===== src/rtl/uart_rx_pkg.sv =====
// Shared types and timing constants for the UART receive sampler.
// Build option UART_RX_MAJORITY_VOTE_EN is consumed by uart_rx_sampler.
package uart_rx_pkg;

    typedef enum logic [2:0] {
        IDLE,
        START,
        DATA,
        PARITY,
        STOP
    } rx_state_t;

    localparam int TICKS_PER_BIT = 16;
    localparam int TICK_W        = $clog2(TICKS_PER_BIT);

    localparam logic [TICK_W-1:0] SAMPLE_TICK  = TICK_W'(7);
    localparam logic [TICK_W-1:0] BIT_END_TICK = TICK_W'(15);

    function automatic logic majority3(input logic a, input logic b, input logic c);
        return (a & b) | (a & c) | (b & c);
    endfunction

endpackage


===== src/rtl/uart_rx_sync.sv =====
// Metastability synchroniser for the asynchronous rx line; resets to the idle (high) level.
module uart_rx_sync #(
    parameter int SYNC_STAGES = 2
) (
    input  logic clk,
    input  logic reset_n,
    input  logic rx,
    output logic rx_s
);

    logic [SYNC_STAGES-1:0] sync_q;

    always_ff @(posedge clk or negedge reset_n) begin
        if (!reset_n) begin
            sync_q <= '1;
        end else begin
            sync_q <= {sync_q[SYNC_STAGES-2:0], rx};
        end
    end

    assign rx_s = sync_q[SYNC_STAGES-1];

endmodule


===== src/rtl/uart_rx_sampler.sv =====
// UART receiver: 16x oversampled 7/8-bit LSB-first frames, optional parity, sticky status flags.
// Define UART_RX_MAJORITY_VOTE_EN to take each bit as a 3-sample majority (cnt 6,7,8).
//
// state  | meaning
// IDLE   | line idle, waiting for rx_s low on a tick
// START  | validating start bit at its centre
// DATA   | shifting in data bits LSB first
// PARITY | sampling the parity bit
// STOP   | sampling the stop bit; frame completes at the decision tick
module uart_rx_sampler
    import uart_rx_pkg::*;
#(
    parameter int SYNC_STAGES = 2
) (
    input  logic       clk,
    input  logic       reset_n,
    input  logic       baud_clock,
    input  logic       rx,
    input  logic       bit8,
    input  logic       parity_en,
    input  logic       odd_n_even,
    input  logic       read_strobe,
    output logic [7:0] rx_data,
    output logic       data_ready,
    output logic       parity_err,
    output logic       framing_err,
    output logic       overflow
);

    rx_state_t         state, state_next;
    logic [TICK_W-1:0] tick_cnt;
    logic [2:0]        bit_cnt;
    logic [7:0]        shift_q;
    logic              par_mismatch;
    logic              rx_s;
    logic              sample;
    logic              decide;
    logic              bit_end;
    logic              last_bit;
    logic              frame_done;

    uart_rx_sync #(.SYNC_STAGES(SYNC_STAGES)) u_sync (
        .clk     (clk),
        .reset_n (reset_n),
        .rx      (rx),
        .rx_s    (rx_s)
    );

`ifdef UART_RX_MAJORITY_VOTE_EN
    logic s6_q, s7_q;

    // Earlier two votes are held so the decision can be made on the cnt==8 tick.
    always_ff @(posedge clk or negedge reset_n) begin
        if (!reset_n) begin
            s6_q <= 1'b1;
            s7_q <= 1'b1;
        end else if (baud_clock) begin
            if (tick_cnt == SAMPLE_TICK - TICK_W'(1)) s6_q <= rx_s;
            if (tick_cnt == SAMPLE_TICK)              s7_q <= rx_s;
        end
    end

    assign decide = baud_clock && (tick_cnt == SAMPLE_TICK + TICK_W'(1));
    assign sample = majority3(s6_q, s7_q, rx_s);
`else
    assign decide = baud_clock && (tick_cnt == SAMPLE_TICK);
    assign sample = rx_s;
`endif

    assign bit_end  = baud_clock && (tick_cnt == BIT_END_TICK);
    assign last_bit = (bit_cnt == (bit8 ? 3'd7 : 3'd6));

    always_ff @(posedge clk or negedge reset_n) begin
        if (!reset_n) begin
            state <= IDLE;
        end else begin
            state <= state_next;
        end
    end

    always_comb begin
        state_next = state;
        frame_done = 1'b0;
        case (state)
            IDLE:    if (baud_clock && !rx_s) state_next = START;
            START: begin
                if (decide && sample) state_next = IDLE;
                else if (bit_end)     state_next = DATA;
            end
            DATA:    if (bit_end && last_bit) state_next = parity_en ? PARITY : STOP;
            PARITY:  if (bit_end) state_next = STOP;
            STOP: begin
                if (decide) begin
                    frame_done = 1'b1;
                    state_next = IDLE;
                end
            end
            default: state_next = IDLE;
        endcase
    end

    always_ff @(posedge clk or negedge reset_n) begin
        if (!reset_n) begin
            tick_cnt     <= '0;
            bit_cnt      <= '0;
            shift_q      <= '0;
            par_mismatch <= 1'b0;
        end else if (baud_clock) begin
            tick_cnt <= (state == IDLE || state_next == IDLE) ? '0 : tick_cnt + TICK_W'(1);
            if (state == IDLE && state_next == START) begin
                bit_cnt      <= '0;
                shift_q      <= '0;
                par_mismatch <= 1'b0;
            end
            if (state == DATA && decide)  shift_q[bit_cnt] <= sample;
            if (state == DATA && bit_end) bit_cnt <= bit_cnt + 3'd1;
            if (state == PARITY && decide) par_mismatch <= sample ^ (^shift_q) ^ odd_n_even;
        end
    end

    // A read landing on the completion clock clears the old flags but the new byte still wins.
    always_ff @(posedge clk or negedge reset_n) begin
        if (!reset_n) begin
            rx_data     <= '0;
            data_ready  <= 1'b0;
            parity_err  <= 1'b0;
            framing_err <= 1'b0;
            overflow    <= 1'b0;
        end else if (frame_done) begin
            rx_data     <= shift_q;
            data_ready  <= 1'b1;
            framing_err <= (framing_err & ~read_strobe) | ~sample;
            parity_err  <= (parity_err & ~read_strobe) | par_mismatch;
            overflow    <= (overflow & ~read_strobe) | (data_ready & ~read_strobe);
        end else if (read_strobe) begin
            data_ready  <= 1'b0;
            parity_err  <= 1'b0;
            framing_err <= 1'b0;
            overflow    <= 1'b0;
        end
    end

endmodule

===== config.mk =====
export PLATFORM = sky130hd
export DESIGN_NAME = uart_rx_sampler
export DESIGN_NICKNAME = d
export VERILOG_FILES = /design/src/rtl/uart_rx_pkg.sv /design/src/rtl/uart_rx_sync.sv /design/src/rtl/uart_rx_sampler.sv
export SDC_FILE = /design/constraint.sdc
export NUM_CORES = 1
export LEC_CHECK = 0
export BUFFER_PORTS_ARGS = -buffer_cell sky130_fd_sc_hd__buf_2
export CAP_MARGIN = 0
export CORE_MARGIN = 4
export CORE_UTILIZATION = 30
export CTS_BUF_LIST = sky130_fd_sc_hd__clkbuf_8
export DETAILED_ROUTE_END_ITERATION = 7
export MAX_ROUTING_LAYER = met4
export SETUP_SLACK_MARGIN = 0.2
export SLEW_MARGIN = 20
export SYNTH_ARGS = -nofsm -noshare
export SYNTH_HDL_FRONTEND = slang
export SYNTH_SLANG_ARGS = --single-unit

===== constraint.sdc =====
create_clock -name clk -period 1.6 [get_ports clk]
set_input_delay 0.32 -clock clk [delete_from_list [all_inputs] [get_ports clk]]
set_output_delay 0.32 -clock clk [all_outputs]
set_load 0.03 [all_outputs]

==> impl_metrics.csv, run 1 <==
group,metric,value,unit
critical_path,critPathCaptureType,"register",
finish,final_cell_mix,"dfrtp_1, buf_2, buf_4, nand2_1, inv_1",
critical_path,crit_path_start,"tick_cnt[1]",
die,num_rows,26,
detailed_routing,avgRoutedWirePerCell,13.1,µm
sta,hold-worst-slack,0.125,ns
job,maxCapViolCount,0,
sta,relSlewSlack,71.7,%
die,die_h,82.2,µm
global_route,antenna_found_initial,0,
finish,design_area,2180,µm²
critical_path,timing_worst_setup_path_type,"reg2reg",
finish,fin_util,41.9,%
logic_synthesis,netlist_instances,148,
critical_path,cp-start-kind,"register",
placement,gp_congestion,0.725,
critical_path,crit_fanout,8,
logic_synthesis,yosysUniqueCellTypes,45,
detailed_routing,totalWireLength,3350,µm
logic_synthesis,syn_avg_cell_area,11.2,µm²
finish,n_fill_cell,493,
clock_tree,cts-root-buf,"clkbuf_8",
finish,final_common_cell,"dfrtp_1",
global_route,track_usage,11.8,%
sta,min_period_over_period,95.7,%
power_and_ir_drop,total_power,2.41,mW
critical_path,slowest_delay,0.36,ns
die,die_w,82.2,µm
detailed_routing,firstDrtPassIters,4,
finish,drive_gt1_share,41.9,%
finish,syn2layout_area_growth,32.0,%
sta,min_period,1.53,ns
logic_synthesis,async_reset_ff_share,100,%
finish,multiInputGateArea,863,µm²
die,io_pins,20,
logic_synthesis,synth_area,1650,µm²
logic_synthesis,synth_ff_type,"dfrtp_1",
finish,finalNonFillerCells,256,
critical_path,cp_data_required_time,1.78,ns
hold_path,hold_path_class,"in2reg",
logic_synthesis,synth_edf_count,0,
hold_path,hold_start,"rx",
clock_tree,cts_made_buffers,5,
clock_tree,insertion_delay,0.29,ns
global_route,grt_pass1_vias,1196,
clock_tree,cts-htree-levels,2,
die,initial_core_util,31.7,%
clock_tree,clk_path_buf_depth,2,
clock_tree,cts_tree,"done",
power_and_ir_drop,p_leak,1.07,nW
global_route,grt_overflow,0,
logic_synthesis,seq_area_frac_synth,50.2,%
finish,seq_area,831,µm²
global_route,grt_max_degree,20,
critical_path,slowest_stage,"dfrtp_1",
die,coreArea,5200,µm²
sta,rsz0062_at_grt,"yes",
placement,dp_cells,242,
detailed_routing,drt_iter0_drc,46,
finish,diodes,0,
critical_path,path_buf_inv,0,
global_route,grt_pass1_wl,5730,µm
finish,finalNetCount,195,
clock_tree,clock-sinks,33,
critical_path,rr_startpoint,"tick_cnt[1]",
sta,slew_violations,0,
critical_path,crit_chain,"ha_2, and4b_4, nand3_2, mux2_4",
logic_synthesis,yosysWarnings,0,
sta,hold_viol,0,
clock_tree,clk_pin_slew_worst_paths,0.07,ns
placement,dpl.hpwl,2340,µm
critical_path,cpLargestDelayFamily,"simple AND/OR/NAND/NOR gates",
sta,max_freq,653,MHz
sta,tightest_slew,0.424,ns
run_status,status,"finished clean",
logic_synthesis,syn_nets,158,
sta,setup_viol,0,
critical_path,cp.arrival,1.71,ns
detailed_routing,ant_nets,0,
sta,finClkSkew,0.00743,ns
power_and_ir_drop,power_density,1110,nW/µm²
power_and_ir_drop,peakVddDrop,0.000556,V
placement,dpl_cell_area,1930,µm²
detailed_routing,vias,1215,
placement,port_buffers,19,
die,die_area,6760,µm²
detailed_routing,drc,0,
detailed_routing,vias_per_cell,4.75,
logic_synthesis,ys_ff_latch,33,
[layout make-up]
type	count	area share (%)
Multi-Input combinational cell	99	39.6
Sequential cell	33	38.1
Timing Repair Buffer	37	11.4
Tap cell	70	4.02
Clock buffer	6	3.79
Clock inverter	2	1.55
Inverter	9	1.55
[cells in the mapped netlist (2+ instances only)]
master	count	area share, %
nor3b_2	2	1.5
nand2b_1	2	0.76
a41o_1	2	1.2
mux2i_1	6	3.6
inv_1	9	2.0
o21ai_0	5	1.5
ha_1	2	1.5
nand2_1	14	3.2
dfstp_2	2	3.2
xnor2_1	8	4.2
nor2_1	6	1.4
nand3_1	10	3.0
nor2b_1	2	0.76
nand3b_1	3	1.4
buf_6	2	1.4
o22ai_1	4	1.5
and3_1	2	0.76
clkbuf_1	4	0.91
mux2_1	2	1.4
dfrtp_1	31	47
mux2_2	6	4.1
[report_power, final]
part           switching (mW)  internal, mW
Combinational           0.299         0.313
Sequential             0.0764         0.916
Clock                   0.309         0.501
Total                   0.684          1.73
[routing by layer]
| layer | track usage [%] | share of wire (%) | vias up |
|---|---|---|---|
| met4 | 5.98 | 2.1 | 0 |
| met1 | 14.6 | 48 | 585 |
| met3 | 3.58 | 4.4 | 8 |
| met5 | - | 0 | - |
| li1 | - | - | 602 |
| met2 | 17.2 | 46 | 20 |
[flip-flops by register name, indices dropped and copies added (netlist names)]
name	flops
state	3
u_sync.sync_q	2
bit_cnt	3
rx_data	8
framing_err	1
shift_q	8
par_mismatch	1
parity_err	1
overflow	1
data_ready	1
tick_cnt	4
[repair_timing]
item / 4_1_cts / 5_1_grt
pin swaps: 6 / 5
hold buffers: 1 / 0
setup buffers: 2 / 2
gates cloned: 1 / 0
hold endpoints to repair: 12 / 0
setup endpoints to repair: 28 / 30
resized for setup: 13 / 13
[path summary, 6_finish.rpt]
| check | to | slack, ns | cells past startpoint |
|---|---|---|---|
| worst max-delay path | rx_data[4] | 0.07 | 4 |
| worst min-delay path | u_sync.sync_q[0] | 0.12 | 1 |
| worst max register to register | rx_data[4] | 0.07 | 4 |
| worst min register to register | u_sync.sync_q[1] | 0.36 | 0 |
| max in group asynchronous | rx_data[2] | 0.71 | 3 |
| min in group asynchronous | tick_cnt[2] | 0.47 | 2 |
[per-stage QoR]
step,worst slack (ns),setup TNS (ns)
after floorplan,0.0651,0
after global placement,-0.0542,-0.288
after detailed placement,-0.100,-1.05
after CTS,0.0662,0
after global routing,0.0167,0
final,0.0684,0
[cell families (layout without fill, tap and decap cells)]
group / count (synthesis) / in the layout / synth area share (%)
buffers and inverters: 17 / 54 / 4.92
flip-flops: 33 / 33 / 50.2
XOR/XNOR: 10 / 10 / 6.14
adder cells (fa/ha/maj): 2 / 2 / 1.51
AO/OA/AOI/OAI: 23 / 23 / 10.3
AND/OR/NAND/NOR: 49 / 50 / 17.9
multiplexers: 14 / 14 / 9.09
Note: power is estimated with default switching activity, not from simulation.
==> run 2, diff against run 1 <==
Settings changed: ABC_AREA set to 1.
==> run 2 against run 1 <==
Die area is 8.5% higher. Register-to-register slack worse by 0.03 ns. Clock skew is 0.0019 ns lower. Critical endpoint is now rx_data[6]. Highest routed layer unchanged.
==> impl_metrics.csv, run 2 <==
group,metric,value,unit
placement,port_buffers,19,
hold_path,whs_path_depth,1,
clock_tree,clk_pin_slew_worst_paths,0.07,ns
logic_synthesis,netlist_instances,216,
logic_synthesis,yosys-top-cells-count,"nand2_1, dfrtp_1, nand3_1",
hold_path,hold_path_class,"in2reg",
finish,final_cell_mix,"nand2_1, nand3_1, dfrtp_1, inv_1, buf_2",
logic_synthesis,syn_avg_cell_area,8.37,µm²
critical_path,cp-start-kind,"register",
clock_tree,clock-sinks,33,
die,io_pins,20,
global_route,grt_pass1_wl,6470,µm
power_and_ir_drop,p_leak,1.20,nW
finish,final_common_cell,"nand2_1",
clock_tree,clk_path_buf_depth,2,
clock_tree,cts-htree-levels,2,
detailed_routing,drt_iter0_drc,89,
critical_path,r2r_end,"rx_data[6]",
sta,hold_viol,0,
global_route,grt_overflow,0,
logic_synthesis,syn_nets,226,
finish,finalNonFillerCells,334,
critical_path,cp.arrival,1.74,ns
logic_synthesis,yosysTopAreaCell,"dfrtp_1",
global_route,track_usage,11.3,%
sta,min_period,1.57,ns
detailed_routing,firstDrtPassIters,4,
critical_path,slowest_delay,0.40,ns
hold_path,whs_endpoint,"u_sync.sync_q[0]",
power_and_ir_drop,peakVddDrop,0.000332,V
critical_path,cp_data_required_time,1.77,ns
clock_tree,cts_tree,"done",
finish,diodes,0,
sta,min_period_over_period,97.8,%
sta,max_freq,639,MHz
logic_synthesis,yosysWarnings,0,
sta,rsz0062_at_grt,"yes",
die,die_h,85.6,µm
critical_path,rr_startpoint,"tick_cnt[1]",
logic_synthesis,async_reset_ff_share,100,%
sta,slew_violations,0,
global_route,gr-usage-met1,13.8,%
logic_synthesis,synth_area,1810,µm²
global_route,grtUsageMet3,3.27,%
logic_synthesis,synth_ff_type,"dfrtp_1",
logic_synthesis,yosys-top-cells-area,"dfrtp_1, nand2_1, nand3_1",
critical_path,crit_chain,"ha_4, inv_2, nor3_4, buf_6, nand4_4, mux2_4",
global_route,met2_usage,17.8,%
job,maxCapViolCount,0,
global_route,grt_pass1_vias,1408,
die,initial_core_util,30.7,%
finish,n_fill_cell,604,
logic_synthesis,synth_edf_count,0,
detailed_routing,drc,0,
global_route,grt_max_degree,19,
placement,dp_cells,315,
detailed_routing,vias,1518,
critical_path,critPathCaptureType,"register",
die,coreArea,5890,µm²
logic_synthesis,seq_area_frac_synth,45.8,%
critical_path,path_buf_inv,2,
detailed_routing,vias_per_cell,4.54,
critical_path,r2r_cells,6,
sta,tightest_slew,0.428,ns
critical_path,timing_worst_setup_path_type,"reg2reg",
detailed_routing,avgRoutedWirePerCell,11.4,µm
power_and_ir_drop,power_density,835,nW/µm²
placement,gp_congestion,0.761,
finish,finalNetCount,268,
finish,reg_top3,"rx_data (8), shift_q (8), tick_cnt (4)",
sta,hold-worst-slack,0.123,ns
placement,dpl_cell_area,2060,µm²
clock_tree,cts-root-buf,"clkbuf_8",
critical_path,cpLargestDelayFamily,"flip-flops",
global_route,antenna_found_initial,0,
clock_tree,cts_made_buffers,5,
detailed_routing,ant_nets,0,
clock_tree,insertion_delay,0.29,ns
logic_synthesis,yosys.cell_count.top_type,"nand2_1",
critical_path,slowest_stage,"dfrtp_1",
run_status,status,"finished clean",
finish,design_area,2370,µm²
critical_path,crit_fanout,7,
power_and_ir_drop,total_power,1.98,mW
sta,relSlewSlack,71.5,%
logic_synthesis,synth_top_area_share,42.9,%
die,die_w,85.6,µm
sta,finClkSkew,0.00557,ns
critical_path,rrSetupSlack,0.03,ns
sta,setup_viol,0,
placement,dpl.hpwl,2820,µm
logic_synthesis,ys_ff_latch,33,
logic_synthesis,yosysUniqueCellTypes,32,
finish,syn2layout_area_growth,31.1,%
die,die_area,7330,µm²
hold_path,hold_start,"rx",
die,num_rows,28,
global_route,busiest_layer,"met2",
finish,drive_gt1_share,32.8,%
sta,tns,0,ns
detailed_routing,totalWireLength,3810,µm
## run 2: routing by layer
layer	wire length [µm]	vias to the layer above	share of wire, %
met1	1750	697	46
met2	1820	27	48
met4	61	0	1.6
met3	181	7	4.7
li1	-	787	-
met5	0	-	0
## run 2: cell type report
class / instances / area [µm²] / area share (%)
flip-flops and latches: 33 / 830 / 35.0
well taps: 75 / 93.8 / 3.96
multi-input cells: 149 / 890 / 37.5
clock buffers: 5 / 68.8 / 2.90
repair buffers: 41 / 317 / 13.4
clock inverters: 3 / 65.1 / 2.74
inverters: 28 / 108 / 4.54
## run 2: cell families (layout without fill, tap and decap cells)
family	after synthesis	after routing	synth area share, %
simple gates	109	109	29.1
xor+xnor	7	7	3.39
flops	33	33	45.8
mux	6	6	4.15
fa+ha+maj	2	2	1.38
buf+inv	34	77	8.58
compound gates	25	25	7.54
## run 2: stage by stage
| stage | utilization, % | worst slack [ns] |
|---|---|---|
| after floorplan | - | 0.0804 |
| after global placement | 34.9 | 0.0605 |
| after detailed placement | 34.9 | 0.0325 |
| after CTS | 38.4 | 0.0556 |
| after global routing | 40.3 | -0.116 |
| final | 40.3 | 0.0346 |
## run 2: how the worst max path moves through the flow
stage,depth (start not counted),endpoint,slack (ns),from
2_1_floorplan,6,rx_data[5],0.08,tick_cnt[0]
3_3_place_gp,12,tick_cnt[0],0.06,tick_cnt[1]
3_5_place_dp,12,tick_cnt[3],0.03,tick_cnt[1]
4_1_cts,10,tick_cnt[3],0.06,tick_cnt[0]
6_report,6,rx_data[6],0.03,tick_cnt[1]
5_1_grt,10,tick_cnt[3],-0.12,tick_cnt[1]
## run 2: power breakdown
part           switching (mW)  leakage (nW)  internal [mW]
logic                  0.0978         0.686         0.0794
clock network           0.317        0.0681          0.619
registers              0.0157         0.446          0.851
total                   0.431          1.20           1.55
## run 2: timing repair
item | CTS | global route
endpoints found under the hold margin | 15 | 0
cloned | 0 | 1
setup endpoints to repair | 26 | 29
pin swaps | 8 | 9
gates resized for setup | 12 | 13
buffers inserted | 3 | 6
hold buffers | 1 | 0
